### src/rtl/shared_adder_if.sv
// Requester-side handshake and result bus of the shared adder scheduler.
// The master modport is the two-requester client side; slave is the scheduler.
interface shared_adder_if #(
  parameter int unsigned WIDTH = 8
);
  logic             req0;
  logic [WIDTH-1:0] a0;
  logic [WIDTH-1:0] b0;
  logic             cin0;
  logic             req1;
  logic [WIDTH-1:0] a1;
  logic [WIDTH-1:0] b1;
  logic             cin1;
  logic             ack0;
  logic             ack1;
  logic             busy;
  logic [WIDTH-1:0] sum;
  logic             cout;
  logic             done;
  logic             done_id;

  modport master (
    output req0, a0, b0, cin0,
    output req1, a1, b1, cin1,
    input  ack0, ack1, busy, sum, cout, done, done_id
  );

  modport slave (
    input  req0, a0, b0, cin0,
    input  req1, a1, b1, cin1,
    output ack0, ack1, busy, sum, cout, done, done_id
  );
endinterface

### src/rtl/shared_adder_sched.sv
// Two-client scheduler around one CHUNK-bit adder slice: round-robin grant, then a
// WIDTH-bit add over WIDTH/CHUNK cycles with the carry held in a register.
module shared_adder_sched #(
  parameter int unsigned WIDTH = 8,
  parameter int unsigned CHUNK = 2
) (
  input logic           clk,
  input logic           rst,
  shared_adder_if.slave bus
);
  localparam int unsigned NCH     = WIDTH / CHUNK;
  localparam int unsigned CntW    = (NCH > 1) ? $clog2(NCH) : 1;
  localparam logic [CntW-1:0] LastCnt = CntW'(NCH - 1);

  typedef enum logic [1:0] {StIdle, StCalc, StDone} state_e;

  state_e           state_q, state_d;
  logic             ptr_q, ptr_d;
  logic             id_q, id_d;
  logic [WIDTH-1:0] a_q, a_d;
  logic [WIDTH-1:0] b_q, b_d;
  logic [WIDTH-1:0] psum_q, psum_d;
  logic             carry_q, carry_d;
  logic [CntW-1:0]  cnt_q, cnt_d;
  logic [WIDTH-1:0] sum_q, sum_d;
  logic             cout_q, cout_d;
  logic             done_id_q, done_id_d;
  logic             ack0_q, ack0_d;
  logic             ack1_q, ack1_d;
  logic             busy_q, busy_d;
  logic             done_q, done_d;

  logic             any_req;
  logic             grant;
  logic [CHUNK:0]   slice;
  logic [WIDTH-1:0] psum_next;

  // Contention goes to the pointer owner; otherwise the lone requester wins.
  always_comb begin
    any_req = bus.req0 | bus.req1;
    grant   = (bus.req0 & bus.req1) ? ptr_q : bus.req1;
  end

  // Operands shift right each step, so the slice always sees the next chunk in the
  // low bits; its sum enters the partial-sum register from the top.
  always_comb begin
    slice     = {1'b0, a_q[CHUNK-1:0]} + {1'b0, b_q[CHUNK-1:0]} + {{CHUNK{1'b0}}, carry_q};
    psum_next = (psum_q >> CHUNK) | (WIDTH'(slice[CHUNK-1:0]) << (WIDTH - CHUNK));
  end

  always_comb begin
    state_d   = state_q;
    ptr_d     = ptr_q;
    id_d      = id_q;
    a_d       = a_q;
    b_d       = b_q;
    psum_d    = psum_q;
    carry_d   = carry_q;
    cnt_d     = cnt_q;
    sum_d     = sum_q;
    cout_d    = cout_q;
    done_id_d = done_id_q;
    ack0_d    = 1'b0;
    ack1_d    = 1'b0;
    busy_d    = 1'b0;
    done_d    = 1'b0;

    unique case (state_q)
      StIdle: begin
        if (any_req) begin
          state_d = StCalc;
          id_d    = grant;
          ptr_d   = ~grant;
          a_d     = grant ? bus.a1 : bus.a0;
          b_d     = grant ? bus.b1 : bus.b0;
          carry_d = grant ? bus.cin1 : bus.cin0;
          cnt_d   = '0;
          psum_d  = '0;
          ack0_d  = ~grant;
          ack1_d  = grant;
          busy_d  = 1'b1;
        end
      end

      StCalc: begin
        busy_d  = 1'b1;
        a_d     = a_q >> CHUNK;
        b_d     = b_q >> CHUNK;
        psum_d  = psum_next;
        carry_d = slice[CHUNK];
        cnt_d   = cnt_q + 1'b1;
        if (cnt_q == LastCnt) begin
          state_d   = StDone;
          done_d    = 1'b1;
          sum_d     = psum_next;
          cout_d    = slice[CHUNK];
          done_id_d = id_q;
        end
      end

      StDone: begin
        state_d = StIdle;
      end

      default: begin
        state_d = StIdle;
      end
    endcase
  end

  always_ff @(posedge clk or posedge rst) begin
    if (rst) begin
      state_q   <= StIdle;
      ptr_q     <= 1'b0;
      id_q      <= 1'b0;
      a_q       <= '0;
      b_q       <= '0;
      psum_q    <= '0;
      carry_q   <= 1'b0;
      cnt_q     <= '0;
      sum_q     <= '0;
      cout_q    <= 1'b0;
      done_id_q <= 1'b0;
      ack0_q    <= 1'b0;
      ack1_q    <= 1'b0;
      busy_q    <= 1'b0;
      done_q    <= 1'b0;
    end else begin
      state_q   <= state_d;
      ptr_q     <= ptr_d;
      id_q      <= id_d;
      a_q       <= a_d;
      b_q       <= b_d;
      psum_q    <= psum_d;
      carry_q   <= carry_d;
      cnt_q     <= cnt_d;
      sum_q     <= sum_d;
      cout_q    <= cout_d;
      done_id_q <= done_id_d;
      ack0_q    <= ack0_d;
      ack1_q    <= ack1_d;
      busy_q    <= busy_d;
      done_q    <= done_d;
    end
  end

  assign bus.ack0    = ack0_q;
  assign bus.ack1    = ack1_q;
  assign bus.busy    = busy_q;
  assign bus.sum     = sum_q;
  assign bus.cout    = cout_q;
  assign bus.done    = done_q;
  assign bus.done_id = done_id_q;
endmodule

### src/flat_wrapper.sv
// flat-port wrapper written by rule: the top's interface ports become plain ports
module shared_adder_sched_flat 
#(
  parameter int unsigned WIDTH = 8,
  parameter int unsigned CHUNK = 2
)
  (clk, rst, bus_req0, bus_a0, bus_b0, bus_cin0, bus_req1, bus_a1, bus_b1, bus_cin1, bus_ack0, bus_ack1, bus_busy, bus_sum, bus_cout, bus_done, bus_done_id);
  shared_adder_if #(.WIDTH(WIDTH)) bus_i ();
  input logic clk;
  input logic rst;
  input wire logic [$bits(bus_i.req0)-1:0] bus_req0;
  input wire logic [$bits(bus_i.a0)-1:0] bus_a0;
  input wire logic [$bits(bus_i.b0)-1:0] bus_b0;
  input wire logic [$bits(bus_i.cin0)-1:0] bus_cin0;
  input wire logic [$bits(bus_i.req1)-1:0] bus_req1;
  input wire logic [$bits(bus_i.a1)-1:0] bus_a1;
  input wire logic [$bits(bus_i.b1)-1:0] bus_b1;
  input wire logic [$bits(bus_i.cin1)-1:0] bus_cin1;
  output wire logic [$bits(bus_i.ack0)-1:0] bus_ack0;
  output wire logic [$bits(bus_i.ack1)-1:0] bus_ack1;
  output wire logic [$bits(bus_i.busy)-1:0] bus_busy;
  output wire logic [$bits(bus_i.sum)-1:0] bus_sum;
  output wire logic [$bits(bus_i.cout)-1:0] bus_cout;
  output wire logic [$bits(bus_i.done)-1:0] bus_done;
  output wire logic [$bits(bus_i.done_id)-1:0] bus_done_id;
  assign bus_i.req0 = bus_req0;
  assign bus_i.a0 = bus_a0;
  assign bus_i.b0 = bus_b0;
  assign bus_i.cin0 = bus_cin0;
  assign bus_i.req1 = bus_req1;
  assign bus_i.a1 = bus_a1;
  assign bus_i.b1 = bus_b1;
  assign bus_i.cin1 = bus_cin1;
  assign bus_ack0 = bus_i.ack0;
  assign bus_ack1 = bus_i.ack1;
  assign bus_busy = bus_i.busy;
  assign bus_sum = bus_i.sum;
  assign bus_cout = bus_i.cout;
  assign bus_done = bus_i.done;
  assign bus_done_id = bus_i.done_id;
  shared_adder_sched #(.WIDTH(WIDTH), .CHUNK(CHUNK)) u_core (.clk(clk), .rst(rst), .bus(bus_i));
endmodule
### config.mk
export PLATFORM = sky130hd
export DESIGN_NAME = shared_adder_sched_flat
export DESIGN_NICKNAME = d
export VERILOG_FILES = /design/src/rtl/shared_adder_if.sv /design/src/rtl/shared_adder_sched.sv /design/src/flat_wrapper.sv
export SDC_FILE = /design/constraint.sdc
export NUM_CORES = 1
export LEC_CHECK = 0
export CAP_MARGIN = 0
export CORE_MARGIN = 2
export CORE_UTILIZATION = 39
export DETAILED_ROUTE_END_ITERATION = 10
export GPL_ROUTABILITY_DRIVEN = 0
export MAX_ROUTING_LAYER = met4
export PLACE_DENSITY = 0.75
export SLEW_MARGIN = 15
export SYNTH_ARGS = -nofsm -noshare
export SYNTH_HDL_FRONTEND = slang
export SYNTH_SLANG_ARGS = --single-unit
### constraint.sdc
create_clock -name clk -period 1.9 [get_ports clk]
set_input_delay 0.38 -clock clk [delete_from_list [all_inputs] [get_ports clk]]
set_output_delay 0.38 -clock clk [all_outputs]
set_load 0.005 [all_outputs]
After elaboration in Yosys (flattened, before gate mapping). Cells that the tools add are included.

Register bits after elaboration: 45. Bits of input ports: 38. Word-level logic and storage cells: 57.

Add/sub/neg operators: 3. Equal/unequal tests: 4. Muxes and demuxes: 25. Bitwise gates (word level): 4. Reductions and logical operators: 6.

Operators by type and width (number): 8-bit case mux with 2 select lines (3); 8-bit 2-to-1 mux (5); 1-bit 2-to-1 mux (10); 6-bit by 8-bit OR with 8-bit output (1); 2-bit case mux with 2 select lines (2); 2-bit AND reduction (4); 2-bit 2-to-1 mux (3); 2-bit by 1-bit inequality test with 1-bit output (second input constant) (2); 1-bit case mux with 2 select lines (2); 2-bit by 2-bit adder with 3-bit output (1); 3-bit by 1-bit adder with 3-bit output (1); 2-bit by 1-bit adder with 2-bit output (second input constant) (1); 2-bit by 1-bit equality test with 1-bit output (second input constant) (1); 2-bit equality test (second input constant) (1); 2-bit zero test (1); 2-bit nonzero test (1); 1-bit AND (1); 1-bit inverter (1); 1-bit OR (1).

Depth between registers and ports, before layout. Gate-level depths: netlist of run 1.

Word-level depth: 5. Depth in mapped cells: 7.

Least setup slack after synthesis of run 1. No wires, ideal clock.

Path kind: flip-flop to flip-flop. Start: reg u_core.carry_q. End: reg u_core.sum_q[7], in the netlist u_core.bus.sum[7]. Library setup time: 0.126 ns. Arrival time: 1.355 ns. Required time: 1.774 ns. Slack: 0.419 ns. Cell stages (with the launch flop): 5. Buffers on the path: 0. Cells stage by stage: dfrtp_1 > inv_1 > fa_1 > fa_1 > o21ai_0.

Longest elaborated chain between the ends: 2.

Ends and longest elaborated chain: start: declaration (RTL line shared_adder_sched.sv:23) `logic carry_q, carry_d;`; start signal: assignment (RTL line shared_adder_sched.sv:135) `carry_q <= carry_d;`; 3-bit by 1-bit adder with 3-bit output (RTL line shared_adder_sched.sv:47) `slice = {1'b0, a_q[CHUNK-1:0]} + {1'b0, b_q[CHUNK-1:0]} + {{CHUNK{1'b0}}, carry_q};`; 6-bit by 8-bit OR with 8-bit output (RTL line shared_adder_sched.sv:48) `psum_next = (psum_q >> CHUNK) | (WIDTH'(slice[CHUNK-1:0]) << (WIDTH - CHUNK));`; end signal: assignment (RTL line shared_adder_sched.sv:137) `sum_q <= sum_d;`; end: declaration (RTL line shared_adder_sched.sv:25) `logic [WIDTH-1:0] sum_q, sum_d;`.

Every way passes these cells. A chain may end at the register's enable or synchronous reset.

Final worst setup path of run 1.
Start: reg u_core.carry_q. End: reg u_core.psum_q[7].

Longest elaborated chain between the ends: 3.

Ends and longest elaborated chain: 3-bit by 1-bit adder with 3-bit output (RTL line shared_adder_sched.sv:47); 6-bit by 8-bit OR with 8-bit output (RTL line shared_adder_sched.sv:48); 8-bit case mux with 2 select lines (RTL line shared_adder_sched.sv:68) `unique case (state_q)`; end signal: assignment (RTL line shared_adder_sched.sv:134) `psum_q <= psum_d;`; end: declaration (RTL line shared_adder_sched.sv:22) `logic [WIDTH-1:0] psum_q, psum_d;`.

Every way passes these cells.

==> reports/results.ini, run 1 <==
[route]
postRouteAntennaNets = 0
wl_per_cell_um = 13.2
drcViolationCount = 0
num_vias = 1386
drt_iter0_drc = 78
vias_per_cell = 4.90
drt_pre_antenna_iters = 4
routed_wl_um = 3730

[cts]
clk_pin_slew_ps = 80
cts_made_buffers = 5
cts_buffer_depth = 2
cts_root_buf = clkbuf_8
htree_levels = 2
cts_tree = yes
cts-resized-gates = 0
clk-insertion-delay-late_ps = 290
postCtsSetupBuffers = 0
cts_sinks = 43
holdBufCountCts = 0

[critical_path]
crit_path_start_kind = flop
cpMostUsedCell = fa_1
critPathTopFamily = adder cells
path_max_fanout = 2
cp_slowest_cell = fa_1
r2r_cells = 4
critPathKind = flop to flop
r2r_start = u_core.carry_q
slowest_delay_ps = 510
critPathRequiredTime_ps = 2080
path_depth = 4
startpoint = u_core.carry_q
crit_arrival_ps = 1750
crit_buf_inv = 1
crit_path_end_kind = flop
crit_path_cell_trace = inv_1 -> fa_1 -> fa_1 -> o21ai_0

[synthesis]
ys_seq_area_share_pct = 55.6
synth_common_cells = dfrtp_1 (43), mux2i_1 (17), o21ai_0 (15), nand2_1 (11), inv_1 (9)
synth_area_um2 = 1930
yosysMostFrequentCell = dfrtp_1
syn_inst = 157
synthDistinctLibCells = 29
synth_area_leaders = dfrtp_1 (56%), mux2i_1 (8.8%), mux2_2 (4.1%)
yosysTopAreaCell = dfrtp_1
syn_area_per_cell_um2 = 12.3
synthArstFlopShare_pct = 100
syn_nets = 198
synth_ff_type = dfrtp_1
synth_edf_count = 0
yosysWarnings = 0
synth-seq-cells = 43
netlist.area_leader.share_pct = 55.6

[grt]
grt.total_usage_pct = 15.9
grt_pass1_wl_um = 6420
grt_max_degree = 44
grt_overflow = 0
first_global_vias = 1378
antenna_found_initial = 0

[power]
intPower_w = 0.00258
p_leak_nw = 1.19
clock_power_share_pct = 14.3
switching_share_pct = 35.0
p_total_w = 0.00397
ir_drop_mv = 0.940
seqPwrFrac_pct = 40.6
p_switching_w = 0.00139
power_density_nw_per_um2 = 1490
comb_power_share_pct = 45.1

[final_layout]
diodes = 0
drive_above_1_share_pct = 19.4
fin_cells = 283
synthToLayoutAreaGrowth_pct = 37.3
nets = 256
fillerInstances = 427
seq_area_um2 = 1080
multi_input_area_um2 = 766

[placement]
dp.cells = 275
dp_hpwl_um = 2660
portBuffers = 51
dp_slack_ps = 38.7

[sta]
finalSetupViolCount = 0
fmax_mhz = 636
whs_ps = 419
final.min_clock_period_ps = 1570
rsz0062_at_grt = no
relSlewSlack_pct = 77.2
period_share_pct = 82.7
hold_violations = 0
finalClockSkew_ps = 7.68
tightest_slew_ps = 342
drv_slew = 0
finalSetupTns_ps = 0
post-route-worst-setup-slack_ps = 328

[floorplanning]
initial_core_util_pct = 40.7
pin_count = 52
die_y_um = 74.4
core_area_um2 = 4750
die_area_um2 = 5540
num_rows = 25
dieWidth_um = 74.4

[worst_hold_path]
hold_class = input port to asynchronous set/reset pin

[status]
status = complete, no violations

[job]
maxCapViolCount = 0

[state kept, by name, indices dropped and copies added (netlist names)]
signal,flops
u_core.cnt_q,2
u_core.id_q,1
u_core.ptr_q,1
u_core.bus.ack0,1
u_core.bus.sum,8
u_core.bus.done_id,1
u_core.carry_q,1
u_core.bus.done,1
u_core.bus.cout,1
u_core.bus.busy,1
u_core.a_q,8
u_core.psum_q,6
u_core.b_q,8
u_core.bus.ack1,1
u_core.state_q,2
[worst paths after layout]
check | to | slack (ps)
max in group asynchronous | u_core.bus.sum[7] | 1270
min in group clk | u_core.cnt_q[0] | 490
worst min-delay path | u_core.bus.sum[6] | 420
worst max register to register | u_core.psum_q[7] | 330
worst max-delay path | u_core.psum_q[7] | 330
worst min register to register | u_core.cnt_q[0] | 490
[placed cells by master (no fill, tap or decap), types with 2 or more instances in the layout]
| cell type | count |
|---|---|
| or3b_2 | 6 |
| o21ai_0 | 15 |
| a21oi_1 | 7 |
| fa_1 | 2 |
| o21ai_2 | 7 |
| dfrtp_1 | 43 |
| mux2i_1 | 17 |
| clkdlybuf4s50_1 | 51 |
| a22oi_1 | 6 |
| clkbuf_8 | 5 |
| nor3_2 | 2 |
| buf_4 | 4 |
| nand2_1 | 11 |
| buf_12 | 3 |
| a22o_1 | 5 |
| nor2_1 | 2 |
| mux2_2 | 7 |
| inv_1 | 8 |
[layer usage]
layer  GRT usage (%)  part of all wire [%]
met1            21.8                    44
met2            22.8                    50
met3            4.07                   4.4
met4            6.15                   1.4
met5               -                     0
[power by group through the flow]
stage               Clock [W]  Combinational (W)  Sequential, W
floorplan                   0            0.00119        0.00156
finish               0.000567            0.00179        0.00161
global route         0.000616            0.00201        0.00167
CTS                  0.000577            0.00182        0.00161
detailed placement          0            0.00182        0.00163
global placement            0            0.00175        0.00162
[cells by family after synthesis]
kind of cell | after synthesis | share of synthesized area (%)
AO/OA/AOI/OAI | 44 | 15.1
flip-flops | 43 | 55.6
adder cells (fa/ha/maj) | 3 | 2.72
multiplexers | 24 | 12.9
buffers and inverters | 17 | 4.98
AND/OR/NAND/NOR | 26 | 8.67
[metrics by stage]
stage	cell area (µm²)	utilization [%]
after detailed placement	2570	54.1
after global routing	2660	55.9
after floorplan	1930	-
after CTS	2660	55.9
final	2660	55.9
after global placement	2570	54.1
[worst min-delay path, stage by stage]
cell and delay [ps]:
clkdlybuf4s50_1 400, clkinv_1 70, buf_12 230
[cell type report]
type                            instances  area share, %
Clock buffer                            6           2.73
Clock inverter                          2          0.471
Inverter                               10           1.70
Multi-Input combinational cell         97           28.8
Sequential cell                        43           40.5
Tap cell                               67           3.16
Timing Repair Buffer                   58           22.6
Note: power is estimated with default switching activity, not from simulation.
==> run 2, diff against run 1 <==
clock period = 1.6 ns   (was 1.9 ns; I/O delays follow)
==> reports/results.ini, run 2 (synthesis gave the netlist of run 1 again) <==
[final_layout]
layout_commonest_cell = clkdlybuf4s50_1
drive_above_1_share_pct = 22.1  ; +2.6 points
most-common-layout-cells = clkdlybuf4s50_1 (51), dfrtp_1 (43), mux2i_1 (17)
nets = 262  ; +2.3%
fin_util_pct = 56.6  ; +0.74 points
diodes = 0  ; unchanged
synthToLayoutAreaGrowth_pct = 39.1

[sta]
rsz0062_at_grt = no
finalSetupViolCount = 0  ; unchanged
whs_ps = 348  ; -70.8 ps
tightest_slew_ps = 236  ; -106 ps
hold_violations = 0  ; unchanged
relSlewSlack_pct = 83.8  ; +6.6 points
final.min_clock_period_ps = 1540  ; -30.1 ps
drv_slew = 0  ; unchanged
fmax_mhz = 649  ; +2.0%
finalClockSkew_ps = 6.89  ; -0.790 ps
period_share_pct = 96.4  ; +14 points

[power]
p_leak_nw = 1.21  ; +2.1%
power_density_nw_per_um2 = 1790  ; +20%
ir_drop_mv = 0.769  ; -18%

[grt]
grt.total_usage_pct = 15.4  ; -0.48 points
grt_max_degree = 44  ; unchanged
grt_overflow = 0  ; unchanged
grt_pass1_wl_um = 6160  ; -4.0%
first_global_vias = 1331  ; -3.4%
antenna_found_initial = 0  ; unchanged

[critical_path]
crit_arrival_ps = 1740  ; about the same
crit_path_cell_trace = inv_1 -> fa_2 -> fa_1 -> o21ai_1
path_max_fanout = 2  ; unchanged
cp_slowest_cell = fa_1
crit_path_start_kind = flop
critPathRequiredTime_ps = 1790  ; -290 ps
critPathTopFamily = adder cells
slowest_delay_ps = 540  ; +30 ps
critPathKind = flop to flop
crit_buf_inv = 1  ; unchanged
crit_path_end_kind = flop

[floorplanning]
dieWidth_um = 74.4  ; unchanged
initial_core_util_pct = 40.7  ; unchanged
pin_count = 52  ; unchanged
die_y_um = 74.4  ; unchanged
core_area_um2 = 4750  ; unchanged
num_rows = 25  ; unchanged
die_area_um2 = 5540  ; unchanged

[status]
status = complete, no violations

[route]
drt_iter0_drc = 65  ; -17%
num_vias = 1414  ; +2.0%
wl_per_cell_um = 12.9  ; -2.5%
drt_pre_antenna_iters = 4  ; unchanged
drcViolationCount = 0  ; unchanged
vias_per_cell = 4.89  ; about the same
postRouteAntennaNets = 0  ; unchanged
routed_wl_um = 3710  ; -0.40%

[cts]
cts_buffer_depth = 2  ; unchanged
cts_tree = yes
holdBufCountCts = 0  ; unchanged
cts_root_buf = clkbuf_8
cts_made_buffers = 5  ; unchanged
cts_sinks = 43  ; unchanged
htree_levels = 2  ; unchanged
clk_pin_slew_ps = 80  ; about the same
clk-insertion-delay-late_ps = 300  ; about the same

[job]
maxCapViolCount = 0  ; unchanged

[placement]
portBuffers = 51  ; unchanged
dp_hpwl_um = 2670  ; +0.36%

[worst_hold_path]
hold_class = input port to asynchronous set/reset pin

## run 2: timing repair
item	CTS	global route
pin swaps	0	1
setup buffers	1	1
gates resized for setup	1	2
endpoints found under the setup margin	4	2
## run 2: cell type report
cell class | instances | area [µm²]
clock inverter | 2 | 12.5
tap | 67 | 83.8
clock buffer | 6 | 72.6
sequential | 43 | 1080
timing repair buffer | 64 | 633
fill | 429 | 2060
multi-input combinational | 97 | 768
inverter | 10 | 45.0
## run 2: where the power goes
| group | leakage [nW] | internal [W] | switching [W] |
|---|---|---|---|
| combinational | 0.633 | 0.00121 | 0.00102 |
| sequential | 0.537 | 0.00161 | 0.000282 |
| clock | 0.0412 | 0.000305 | 0.000379 |
## run 2: worst min-delay path, stage by stage
cell	delay, ps
clkdlybuf4s50_1	400
clkinv_1	70
buf_12	230
## run 2: final timing paths
check | start | depth (start not counted) | slack, ps | end
max in group asynchronous | rst | 3 | 1050 | u_core.b_q[7]
min in group clk | u_core.id_q | 1 | 480 | u_core.id_q
setup reg to reg | u_core.carry_q | 4 | 60 | u_core.psum_q[7]
setup / recovery | u_core.carry_q | 4 | 60 | u_core.psum_q[7]
hold reg to reg | u_core.id_q | 1 | 480 | u_core.id_q
hold / removal | rst | 3 | 350 | u_core.bus.sum[6]
## run 2: metrics by stage
| step | setup slack [ps] | cells | power, W | cell area (µm²) | TNS [ps] |
|---|---|---|---|---|---|
| after floorplan | 119 | 157 | 0.00328 | 1930 | 0 |
| after global placement | -154 | 279 | 0.00400 | 2590 | -2280 |
| after detailed placement | -191 | 279 | 0.00409 | 2590 | -3230 |
| after CTS | 23.3 | 288 | 0.00482 | 2680 | 0 |
| after global routing | 9.50 | 289 | 0.00517 | 2690 | 0 |
| final | 58.3 | 289 | 0.00481 | 2690 | 0 |
## run 2: per-layer routing
| metal | GRT usage [%] | part of all wire, % | routed length (µm) |
|---|---|---|---|
| met1 | 20.1 | 46 | 1700 |
| met2 | 23.1 | 48 | 1790 |
| met3 | 3.79 | 5.1 | 189 |
| met4 | 6.55 | 0.83 | 31 |
| met5 | - | 0 | 0 |
==> variant, RTL diff (flow settings as in run 1) <==
Re-encode `state_e` (3 states) as one-hot, 3 bits wide.
--- a/src/rtl/shared_adder_sched.sv
+++ b/src/rtl/shared_adder_sched.sv
@@ -12,7 +12,7 @@
   localparam int unsigned CntW    = (NCH > 1) ? $clog2(NCH) : 1;
   localparam logic [CntW-1:0] LastCnt = CntW'(NCH - 1);
 
-  typedef enum logic [1:0] {StIdle, StCalc, StDone} state_e;
+  typedef enum logic [2:0] {StIdle = 3'b001, StCalc = 3'b010, StDone = 3'b100} state_e;
 
   state_e           state_q, state_d;
   logic             ptr_q, ptr_d;
Check against the original RTL: no difference found for any inputs over 10 cycles, from zero or initial values and one cycle with rst high; not proved beyond that.
==> variant against run 1 <==
- sequential cell count up 1
- via count is 17% higher
- area after synthesis rose by 7.3%
- worst setup slack got worse by 230 ps
- design area grew 6.7%
- core utilization shrank 0.38 points
- sequential share of layout area decreased by 1.6 points
- power up 1.8%
- wire length up 24%
- sequential power is 3% lower
- critical path type unchanged
- largest power group unchanged
==> variant: results (changes against run 1) <==
* Met1 global-route usage at 22.3% (+0.51 points)
* Leakage at 1.35 nW (+14%)
* N_diodes at 0 (unchanged)
* Largest net degree at the start of global routing at 25 (-43%)
* Reg2reg setup slack at 100 ps (-230 ps)
* Post-synthesis compound-gate area fraction at 21.0% (+5.9 points)
* Clk pin slew, worst setup/hold paths at 80 ps (about the same)
* CP max stage delay at 460 ps (-50 ps)
* WL final at 4630 um (+24%)
* Top cells by count, synth: dfrtp_1 (43), nand2_1 (20), a21oi_1 (14)
* Post-Synth XOR/XNOR Area at 0% (unchanged)
* Syn Inst Count at 185 (+18%)
* Status: finished clean
* Top cells by area, synth: dfrtp_1 (52%), a22o_1 (5.5%), nand2_1 (3.6%)
* Final Cycle Share at 94.9% (+12 points)
* VDD IR max at 0.451 mV (-52%)
* Nets at 287 (+12%)
* HPWL after DPL at 3360 um (+26%)
* DR pass1 iterations at 4 (unchanged)
* Wire length per cell at 14.6 um (+11%)
* Net Sw Frac at 33.7% (-1.3 points)
* Critical-path top delay cell: fa_1
* DR top layer: met4
* Share of cells above drive strength 1 at 17.0% (-2.4 points)
* Distinct cells, synth at 32 (+10%)
* TritonCTS Buffers at 5 (unchanged)
* Global-route wire length before repair at 7730 um (+21%)
* Ys async rst share at 100% (unchanged)
* R2R depth at 6 (+2)
* Placed cell areas at 0.00273 sq mm (+6.1%)
* Metal2 WL at 2240 um (+21%)
* Worst Path Arrival at 2020 ps (+270 ps)
* Placed Cells at 309 (+12%)
* Vias/cell at 5.11 (+4.3%)
* Post-synthesis mux area share at 6.27% (-6.6 points)
* Port bufs at 51 (unchanged)
* CTS max path bufs at 2 (unchanged)
* CTS Root Cell: clkbuf_8
* Met3 wire length at 185 um (+12%)
* M3 GR Usage at 2.82% (-1.2 points)
* Slew HR at 68.0% (-9.2 points)
* Post-synthesis adder-cell area fraction at 2.53% (-0.19 points)
* Initial antenna violation count at 0 (unchanged)
* Place WS at -210 ps (-249 ps)
* GRT Util Overall at 16.9% (+0.97 points)
* Worst Setup EP: u_core.carry_q
* Setup crit start kind: flip-flop
* DRT iter0 DRCs at 121 (+55%)
* Worst R2R Start: u_core.carry_q
* Vias in the first global route at 1629 (+18%)
* Type of the worst min-delay path: input pin to asynchronous set/reset pin
* Crit-path max FO at 2 (unchanged)
* H-tree lvl count at 2 (unchanged)
* Sequential fraction of the synthesis area at 53.1% (-2.5 points)
* Filler cells at 449 (+5.2%)
* Syn nets at 226 (+14%)
* M2 GR Usage at 26.4% (+3.6 points)
* Skew final at 5.78 ps (-1.90 ps)
* DRT met1 WL at 2140 um (+30%)
-- variant: cell types whose count changed after synthesis, moves of 6 or more --
cell	change
or3b_2	-6
nand2_1	+9
mux2i_1	-13
and3_1	+8
a211o_1	+8
a22o_1	+8
o21ai_2	-7
a22oi_1	-6
a21oi_1	+7
a21o_1	+6
-- variant: worst min-delay path by stage --
| stage | slack, ps | start | to |
|---|---|---|---|
| floorplan | 440 | u_core.ptr_q | u_core.ptr_q |
| global placement | 460 | u_core.ptr_q | u_core.ptr_q |
| detailed placement | 460 | u_core.id_q | u_core.id_q |
| CTS | 350 | rst | u_core.cnt_q[0] |
| global route | 380 | rst | u_core.cnt_q[0] |
| finish | 340 | rst | u_core.state_q[1] |
-- variant: area by class of cell --
type | count | area [sq um] | area share, %
Timing Repair Buffer | 65 | 641 | 22.6
Inverter | 10 | 37.5 | 1.32
Sequential cell | 44 | 1100 | 38.9
Multi-Input combinational cell | 120 | 866 | 30.6
Tap cell | 70 | 87.6 | 3.09
Clock buffer | 8 | 100 | 3.53
-- variant: cells by family after synthesis --
family | count (synthesis)
fa+ha+maj | 3
flops | 44
compound gates | 63
buf+inv | 21
mux | 11
simple gates | 43
-- variant: power groups by stage --
stage / clock network, mW / registers (mW) / logic, mW
after floorplan: 0 / 1.53 / 1.15
final: 0.637 / 1.56 / 1.84
after global placement: 0 / 1.56 / 1.78
after CTS: 0.649 / 1.56 / 1.85
after detailed placement: 0 / 1.57 / 1.85
after global routing: 0.686 / 1.60 / 2.02
-- variant: repair_timing --
| action | CTS | global route |
|---|---|---|
| resized for setup | 0 | 1 |
| endpoints found under the hold margin | 0 | 0 |
| endpoints found under the setup margin | 0 | 20 |
| buffers inserted | 0 | 0 |
